[src/rtl/multdiv_unit.sv]
// Sequential signed multiply/divide: Booth multiply and restoring divide over WIDTH-bit operands.
// Define MULTDIV_BOOTH_RADIX4_EN for radix-4 Booth multiply (WIDTH/2 iterations); default is radix-2.
module multdiv_unit #(
  parameter int WIDTH = 32
) (
  input  logic             clock,
  input  logic             resetn,
  input  logic [WIDTH-1:0] data_operandA,
  input  logic [WIDTH-1:0] data_operandB,
  input  logic             ctrl_MULT,
  input  logic             ctrl_DIV,
  output logic [WIDTH-1:0] data_result,
  output logic             data_exception,
  output logic             data_resultRDY,
  output logic             busy
);
  localparam int CNT_W = $clog2(WIDTH) + 1;
  localparam int HW    = WIDTH + 2;
`ifdef MULTDIV_BOOTH_RADIX4_EN
  localparam logic [CNT_W-1:0] MUL_LAST = CNT_W'(WIDTH / 2);
`else
  localparam logic [CNT_W-1:0] MUL_LAST = CNT_W'(WIDTH);
`endif
  localparam logic [CNT_W-1:0] DIV_LAST = CNT_W'(WIDTH);
  localparam logic [WIDTH-1:0] MIN_VAL  = {1'b1, {(WIDTH-1){1'b0}}};

  typedef enum logic [1:0] {S_IDLE, S_RUN, S_DONE} state_t;

  state_t           r_state;
  logic [CNT_W-1:0] r_cnt;
  logic             r_is_div;
  logic             r_neg;
  logic             r_div_ovf;
  logic             r_div_zero;
  logic             r_q1;
  logic [WIDTH-1:0] r_opm;  // multiplicand, or divisor magnitude
  logic [HW-1:0]    r_hi;   // Booth upper accumulator, or division remainder
  logic [WIDTH-1:0] r_lo;   // multiplier bits, or dividend/quotient bits

  logic             w_start;
  logic             w_start_div;
  logic [WIDTH-1:0] w_a_mag;
  logic [WIDTH-1:0] w_b_mag;

  assign w_start     = ctrl_MULT | ctrl_DIV;
  assign w_start_div = ctrl_DIV & ~ctrl_MULT;
  assign w_a_mag     = data_operandA[WIDTH-1] ? -data_operandA : data_operandA;
  assign w_b_mag     = data_operandB[WIDTH-1] ? -data_operandB : data_operandB;

  logic [HW-1:0]    w_m_ext;
  logic [HW-1:0]    w_sum;
  logic [HW-1:0]    w_mul_hi;
  logic [WIDTH-1:0] w_mul_lo;
  logic             w_mul_q1;

  assign w_m_ext = {{2{r_opm[WIDTH-1]}}, r_opm};

`ifdef MULTDIV_BOOTH_RADIX4_EN
  always_comb begin
    w_sum = r_hi;
    case ({r_lo[1:0], r_q1})
      3'b001, 3'b010: w_sum = r_hi + w_m_ext;
      3'b011:         w_sum = r_hi + {w_m_ext[HW-2:0], 1'b0};
      3'b100:         w_sum = r_hi - {w_m_ext[HW-2:0], 1'b0};
      3'b101, 3'b110: w_sum = r_hi - w_m_ext;
      default:        w_sum = r_hi;
    endcase
  end

  assign w_mul_hi = {{2{w_sum[HW-1]}}, w_sum[HW-1:2]};
  assign w_mul_lo = {w_sum[1:0], r_lo[WIDTH-1:2]};
  assign w_mul_q1 = r_lo[1];
`else
  always_comb begin
    w_sum = r_hi;
    case ({r_lo[0], r_q1})
      2'b01:   w_sum = r_hi + w_m_ext;
      2'b10:   w_sum = r_hi - w_m_ext;
      default: w_sum = r_hi;
    endcase
  end

  assign w_mul_hi = {w_sum[HW-1], w_sum[HW-1:1]};
  assign w_mul_lo = {w_sum[0], r_lo[WIDTH-1:1]};
  assign w_mul_q1 = r_lo[0];
`endif

  // Restoring divide step: shift remainder left, keep the trial subtraction when it stays non-negative
  logic [WIDTH:0]   w_rem_sh;
  logic [WIDTH+1:0] w_trial;
  logic [HW-1:0]    w_div_hi;
  logic [WIDTH-1:0] w_div_lo;

  assign w_rem_sh = {r_hi[WIDTH-1:0], r_lo[WIDTH-1]};
  assign w_trial  = {1'b0, w_rem_sh} - {2'b00, r_opm};
  assign w_div_hi = w_trial[WIDTH+1] ? HW'(w_rem_sh) : HW'(w_trial[WIDTH:0]);
  assign w_div_lo = {r_lo[WIDTH-2:0], ~w_trial[WIDTH+1]};

  logic [2*WIDTH-1:0] w_prod;
  logic               w_mul_ovf;
  logic [WIDTH-1:0]   w_quot;
  logic [CNT_W-1:0]   w_last;

  assign w_prod    = {r_hi[WIDTH-1:0], r_lo};
  assign w_mul_ovf = ~((&w_prod[2*WIDTH-1:WIDTH-1]) | ~(|w_prod[2*WIDTH-1:WIDTH-1]));
  assign w_quot    = r_neg ? -r_lo : r_lo;
  assign w_last    = r_is_div ? DIV_LAST : MUL_LAST;

  always_ff @(posedge clock) begin
    if (!resetn) begin
      r_state        <= S_IDLE;
      r_cnt          <= '0;
      r_is_div       <= 1'b0;
      r_neg          <= 1'b0;
      r_div_ovf      <= 1'b0;
      r_div_zero     <= 1'b0;
      r_q1           <= 1'b0;
      r_opm          <= '0;
      r_hi           <= '0;
      r_lo           <= '0;
      data_result    <= '0;
      data_exception <= 1'b0;
      data_resultRDY <= 1'b0;
      busy           <= 1'b0;
    end else if (w_start) begin
      r_state        <= S_RUN;
      r_cnt          <= '0;
      r_is_div       <= w_start_div;
      r_q1           <= 1'b0;
      r_hi           <= '0;
      busy           <= 1'b1;
      data_resultRDY <= 1'b0;
      if (w_start_div) begin
        r_opm      <= w_b_mag;
        r_lo       <= w_a_mag;
        r_neg      <= data_operandA[WIDTH-1] ^ data_operandB[WIDTH-1];
        r_div_zero <= (data_operandB == '0);
        r_div_ovf  <= (data_operandA == MIN_VAL) && (&data_operandB);
      end else begin
        r_opm      <= data_operandA;
        r_lo       <= data_operandB;
        r_neg      <= 1'b0;
        r_div_zero <= 1'b0;
        r_div_ovf  <= 1'b0;
      end
    end else begin
      case (r_state)
        S_RUN: begin
          if (r_is_div && r_div_zero) begin
            r_state        <= S_DONE;
            busy           <= 1'b0;
            data_resultRDY <= 1'b1;
            data_result    <= '0;
            data_exception <= 1'b1;
          end else if (r_cnt == w_last) begin
            r_state        <= S_DONE;
            busy           <= 1'b0;
            data_resultRDY <= 1'b1;
            data_result    <= r_is_div ? w_quot : r_lo;
            data_exception <= r_is_div ? r_div_ovf : w_mul_ovf;
          end else begin
            r_cnt <= r_cnt + CNT_W'(1);
            if (r_is_div) begin
              r_hi <= w_div_hi;
              r_lo <= w_div_lo;
            end else begin
              r_hi <= w_mul_hi;
              r_lo <= w_mul_lo;
              r_q1 <= w_mul_q1;
            end
          end
        end
        S_DONE: begin
          r_state        <= S_IDLE;
          data_resultRDY <= 1'b0;
        end
        default: begin
          r_state        <= S_IDLE;
          data_resultRDY <= 1'b0;
        end
      endcase
    end
  end

endmodule
[config.mk]
export PLATFORM = sky130hd
export DESIGN_NAME = multdiv_unit
export DESIGN_NICKNAME = d
export VERILOG_FILES = /design/src/rtl/multdiv_unit.sv
export SDC_FILE = /design/constraint.sdc
export NUM_CORES = 1
export LEC_CHECK = 0
export BUFFER_PORTS_ARGS = -buffer_cell sky130_fd_sc_hd__buf_2
export CAP_MARGIN = 20
export CELL_PAD_IN_SITES_DETAIL_PLACEMENT = 1
export CELL_PAD_IN_SITES_GLOBAL_PLACEMENT = 2
export CORE_ASPECT_RATIO = 2
export CORE_MARGIN = 2
export CORE_UTILIZATION = 32
export CTS_CLUSTER_DIAMETER = 120
export DETAILED_ROUTE_END_ITERATION = 8
export GPL_TIMING_DRIVEN = 0
export PLACE_DENSITY = 0.74
export SETUP_SLACK_MARGIN = 0.2
export SLEW_MARGIN = 20
export SYNTH_ARGS = -nofsm -noshare
export SYNTH_HDL_FRONTEND = slang
export SYNTH_SLANG_ARGS = --single-unit
[constraint.sdc]
create_clock -name clock -period 3.9 [get_ports clock]
set_input_delay 0.585 -clock clock [delete_from_list [all_inputs] [get_ports clock]]
set_output_delay 0.585 -clock clock [all_outputs]
set_load 0.1 [all_outputs]
; ---- Word-level counts from Yosys, hierarchy flattened
; Index checks and enable logic that the tools add are counted.
[totals]
reg_bits = 146
latchBits = 0
ramBits = 0
rom_bits = 0
in_bits = 68
output_inout_bits = 35
elab_cells = 92
mem_count = 0
[classes]
add_sub_neg = 7
n_mul = 0
div = 0
n_lt_le_gt_ge = 0
eq_ne = 8
shift = 0
muxes = 32
bitwise_logic = 14
n_reduce_logical = 16
[op_table]
columns = cell, n
row1 = $mux 32, 13
row2 = $neg 32->32, 3
row3 = $pmux 34 s2, 1
row4 = $add 34x34->34, 1
row5 = $mux 34, 1
row6 = $sub 33x32->34, 1
row7 = $sub 34x34->34, 1
row8 = $mux 33, 1
row9 = $reduce_and 33->1, 1
row10 = $reduce_or 33->1, 1
row11 = $eq 32x32->1 const B, 1
row12 = $logic_not 32->1, 1
row13 = $reduce_and 32->1, 1
row14 = $mux 1, 14
row15 = $not 1->1, 10
row16 = $reduce_and 3->1, 3
row17 = $add 6x1->6 const B, 1
row18 = $eq 6x6->1 const B, 1
row19 = $eq 2x1->1 const B, 2
row20 = $mux 2, 2
row21 = $ne 2x2->1 const B, 2
row22 = $ne 4x4->1 const B, 1
row23 = $reduce_and 4->1, 1
row24 = $reduce_bool 2->1, 2
row25 = 9 further kinds, 11

; ---- Longest topological paths before layout
[depth]
ltp_word = 7
ltp_mapped = 18
ltp_nobuf = 17

; ---- Least setup slack after synthesis
; Ideal clock, no wire load.
[synth_path]
path_type = reg2reg
from = register r_lo[0]
to = register r_hi[31]
setup_time_ns = 0.117
t_arrival_ns = 3.667
t_required_ns = 3.783
path_slack_ns = 0.116
stages_incl_launch_ff = 16
n_path_buf = 2
synth_period_minus_slack_ns = 3.784
cell_sequence = dfxtp_1 -> ha_1 -> clkbuf_1 -> clkbuf_1 -> a21oi_1 -> xnor2_1 -> ha_1 -> o211ai_1 -> a21oi_1 -> o41a_1 -> a32o_1 -> a21o_1 -> a31o_1 -> a32oi_1 -> mux2_1 -> a22o_1
[synth_between]
elab_chain_cells = 3
elab_cells_between_ends = 4
cone_classes = eq/ne (2) / mux (2)
[synth_lines]
columns = item, line_no
row1 = from (decl), 38  ; logic [WIDTH-1:0] r_lo;
row2 = from (signal assigned), 135  ; r_lo <= w_a_mag;
row3 = from (signal assigned), 141  ; r_lo <= data_operandB;
row4 = from (signal assigned), 165  ; r_lo <= w_div_lo;
row5 = $eq 2x2->1 or $eq 2x1->1 (tied branches), 76  ; case ({r_lo[0], r_q1})
row6 = $pmux 34 s2 *, 76
row7 = $mux 34 *, 163  ; if (r_is_div) begin
row8 = to (signal assigned), 164  ; r_hi <= w_div_hi;
row9 = to (signal assigned), 167  ; r_hi <= w_mul_hi;
row10 = to (decl), 37  ; logic [HW-1:0] r_hi;
; Every way passes the cells marked *; elsewhere a longest branch is shown, timed or not.
; A chain may end at the register's enable or synchronous reset.

; ---- Worst setup path after layout
[layout_path]
from = register r_opm[3]
to = register r_hi[28]
[layout_between]
elab_chain_cells = 3
elab_cells_between_ends = 6
cone_classes = add/sub (3) / mux (3)
[layout_lines]
columns = item, line_no
row1 = from (decl), 36  ; logic [WIDTH-1:0] r_opm;
row2 = from (signal assigned), 134  ; r_opm <= w_b_mag;
row3 = from (signal assigned), 140  ; r_opm <= data_operandA;
row4 = $sub 34x34->34 (tied with other cells), 78  ; 2'b10: w_sum = r_hi - w_m_ext;
row5 = $pmux 34 s2 or $mux 33 (tied branches), "76, 96"
row6 = $mux 34 *, 163
; Marks and branches as above.

==> qor.yml <==
floorplanning:
  die_h_um: 295
  initial_core_util: 0.324
  io_pins: 103
  die_w_um: 149
  die_area_mm2: 0.0440
  rows: 106
  coreArea_mm2: 0.0418
worst_setup_path:
  required_ns: 4.31
  start_kind: "flip-flop"
  reg2reg_depth: 18
  end_kind: "flip-flop"
  crit_arrival_ns: 4.26
  critPathKind: "flip-flop to flip-flop"
  cp_max_fo: 4
hold_path:
  min_path_type: "input pin to flip-flop"
  min_path_cells: 3
timing:
  finalHoldViolCount: 0
  tightest_slew_ns: 1.13
  fin_crit_sh: 0.988
  fmax_mhz: 260
  final.setup.tns_ns: 0
  setup_viol: 0
  min_period_ns: 3.85
  maxSlewHeadroom: 0.241
  clock-skew-final_ns: 0.0122
  drv_slew: 0
  grt_setup_unrepaired: "true"
route:
  vias: 15600
  routedWlPerCell_um: 27.8
  viasPerCell: 6.01
  drc: 0
  routed_wl_mm: 72.0
  dr.pass1.iters: 5
  ant_nets: 0
  drt-initial-drc-count: 768
global_route:
  grt_usage: 0.328
  overflow: 0
  grt_max_degree: 17
  grt_pass1_wl_mm: 106
  first_global_vias: 17000
  antenna_found_initial: 1
logic_synthesis:
  syn_nets: 2002
  ys_top_cells_by_area: "dfxtp_1 21%, a21oi_1 7.0%, ha_1 6.7%, xnor2_1 5.6%, o21ai_0 5.2%"
  synth_top_flop_cell: "dfxtp_1"
  synthCells: 1859
  synth_area_leader_cell: "dfxtp_1"
  synth_cell_types: 84
  synth_seq_cells: 145
  synth_area_per_cell_um2: 7.28
  synth.most_common_cell: "a21oi_1"
  synth-edff-count: 0
  ys_warn_count: 0
  syn-cell-area_mm2: 0.0135
  synth-async-reset-ratio: 0
  yosysSeqAreaShare: 0.215
  synth_commonest_cells: "188 x a21oi_1, 183 x nand2_1, 145 x dfxtp_1"
  synth_top_area_frac: 0.215
clock_network:
  ctsHtreeMaxLevel: 4
  cts_sinks: 145
  cts_hold_buffers: 0
  cts_made_buffers: 17
  cts_tree: "built"
  cts_buffer_depth: 2
  root_buffer: "clkbuf_16"
  clk_latency_ns: 0.46
  path_clk_slew_ns: 0.07
finish:
  layout-drive-gt1-share: 0.174
  insertedDiodeCount: 0
  final_util: 0.400
  layout.nets: 2181
  area_growth_pct: 23.5
place:
  dp_hpwl_mm: 57.9
  numPortBuffers: 98
  gp_congestion: 1.00
power:
  irDropWorstVdd_mv: 0.316
  p_per_area_mw_per_mm2: 320
  leakage_uw: 0.00656
job:
  cap_violations: 0
status:
  outcome: "finished clean"
per-layer routing:
metal | GRT usage | vias to the layer above | part of all wire
met3 | 0.0379 | 326 | 0.031
met5 | 0 | - | 0.00022
met1 | 0.280 | 7549 | 0.31
met4 | 0.336 | 2 | 0.13
met2 | 0.623 | 503 | 0.53
li1 | - | 7193 | -
kinds of logic (layout without fill, tap and decap cells):
kind of cell / after synthesis / count (layout) / synth area share
AO/OA/AOI/OAI: 672 / 672 / 0.324
AND/OR/NAND/NOR: 584 / 584 / 0.211
buffers and inverters: 193 / 385 / 0.0545
XOR/XNOR: 163 / 163 / 0.106
flip-flops: 145 / 145 / 0.215
adder cells (fa/ha/maj): 75 / 75 / 0.0705
multiplexers: 27 / 27 / 0.0206
final cells by class:
class                      instances  area [um^2]
buffer                           120          568
clock buffer                      19          453
tap                              540          676
sequential                       145         2930
fill                            5139        25100
clock inverter                    13          198
multi-input combinational       1521        10600
timing repair buffer             160         1020
inverter                          73          274
through the flow:
| stage | hold WS, ns | instance area (um^2) | std cells | setup slack, ns | power [uW] |
|---|---|---|---|---|---|
| floorplan | 0.420 | 13500 | 1859 | 0.209 | 2640 |
| global placement | 0.436 | 14700 | 2497 | -1.73 | 3200 |
| detailed placement | 0.442 | 14700 | 2497 | -1.78 | 3230 |
| CTS | 0.403 | 16200 | 2571 | 0.0457 | 5260 |
| global route | 0.432 | 16700 | 2591 | -0.0818 | 5560 |
| finish | 0.411 | 16700 | 2591 | 0.0482 | 5350 |
where the power goes:
| part | switching, uW | total (uW) | internal, uW | leakage, uW |
|---|---|---|---|---|
| Combinational | 1150 | 1820 | 673 | 0.00505 |
| Sequential | 106 | 1650 | 1540 | 0.00119 |
| Clock | 765 | 1880 | 1120 | 0.000315 |
flip-flops by register name, summed over array words and instances (netlist names):
name,flops
data_resultRDY,1
r_neg,1
r_q1,1
r_lo,32
r_hi,34
r_cnt,6
data_exception,1
busy,1
r_is_div,1
r_opm,32
r_div_zero,1
r_div_ovf,1
data_result,32
r_state,1
worst max-delay path, stage by stage (launching register included):
cell and delay [ns]:
dfxtp_4 0.36, nor4_4 0.35, buf_4 0.20, nand2_8 0.08, nor3_4 0.24, buf_12 0.15, buf_6 0.11, a41oi_2 0.13
xnor2_1 0.16, ha_1 0.32, clkbuf_8 0.15, and3_1 0.13, a221o_1 0.38, nand2b_4 0.12, a31oi_4 0.09, o21a_1 0.23
buf_4 0.15, o311ai_4 0.24, o311a_1 0.19
final timing paths:
check,slack [ns],end,start
max reg2reg,0.05,r_hi[28],r_opm[3]
min reg2reg,0.45,data_result[26],data_result[26]
max,0.05,r_hi[28],r_opm[3]
min,0.41,r_opm[30],data_operandA[30]
cell usage in the layout, fill, tap and decap left out, types with 9 or more instances in the layout:
master	count
nand2_1	179
ha_1	62
or4_1	9
o21ai_0	124
and3_1	18
clkbuf_1	89
xor2_1	76
nand3_1	28
o211a_1	18
xnor2_1	84
buf_1	9
nor2_1	133
o211ai_1	26
a21oi_2	19
buf_4	49
a21oi_1	165
nand4_1	25
a311oi_1	10
a31oi_1	30
nand2b_1	18
a211oi_1	68
nor3_1	29
buf_2	102
inv_1	71
nor4_1	17
o31ai_1	21
a21o_1	30
buf_6	14
nor2b_1	46
clkbuf_16	19
o21a_1	10
mux2i_1	19
dfxtp_1	134
a32o_1	11
or3_1	13
o41ai_1	11
o21ai_1	15
what timing repair did:
| action | CTS | global route |
|---|---|---|
| gates resized for setup | 126 | 98 |
| endpoints found under the hold margin | 0 | 0 |
| setup endpoints to repair | 36 | 35 |
| buffers inserted | 42 | 20 |
| pin swaps | 51 | 74 |
Power figures use the tool's default switching activity.
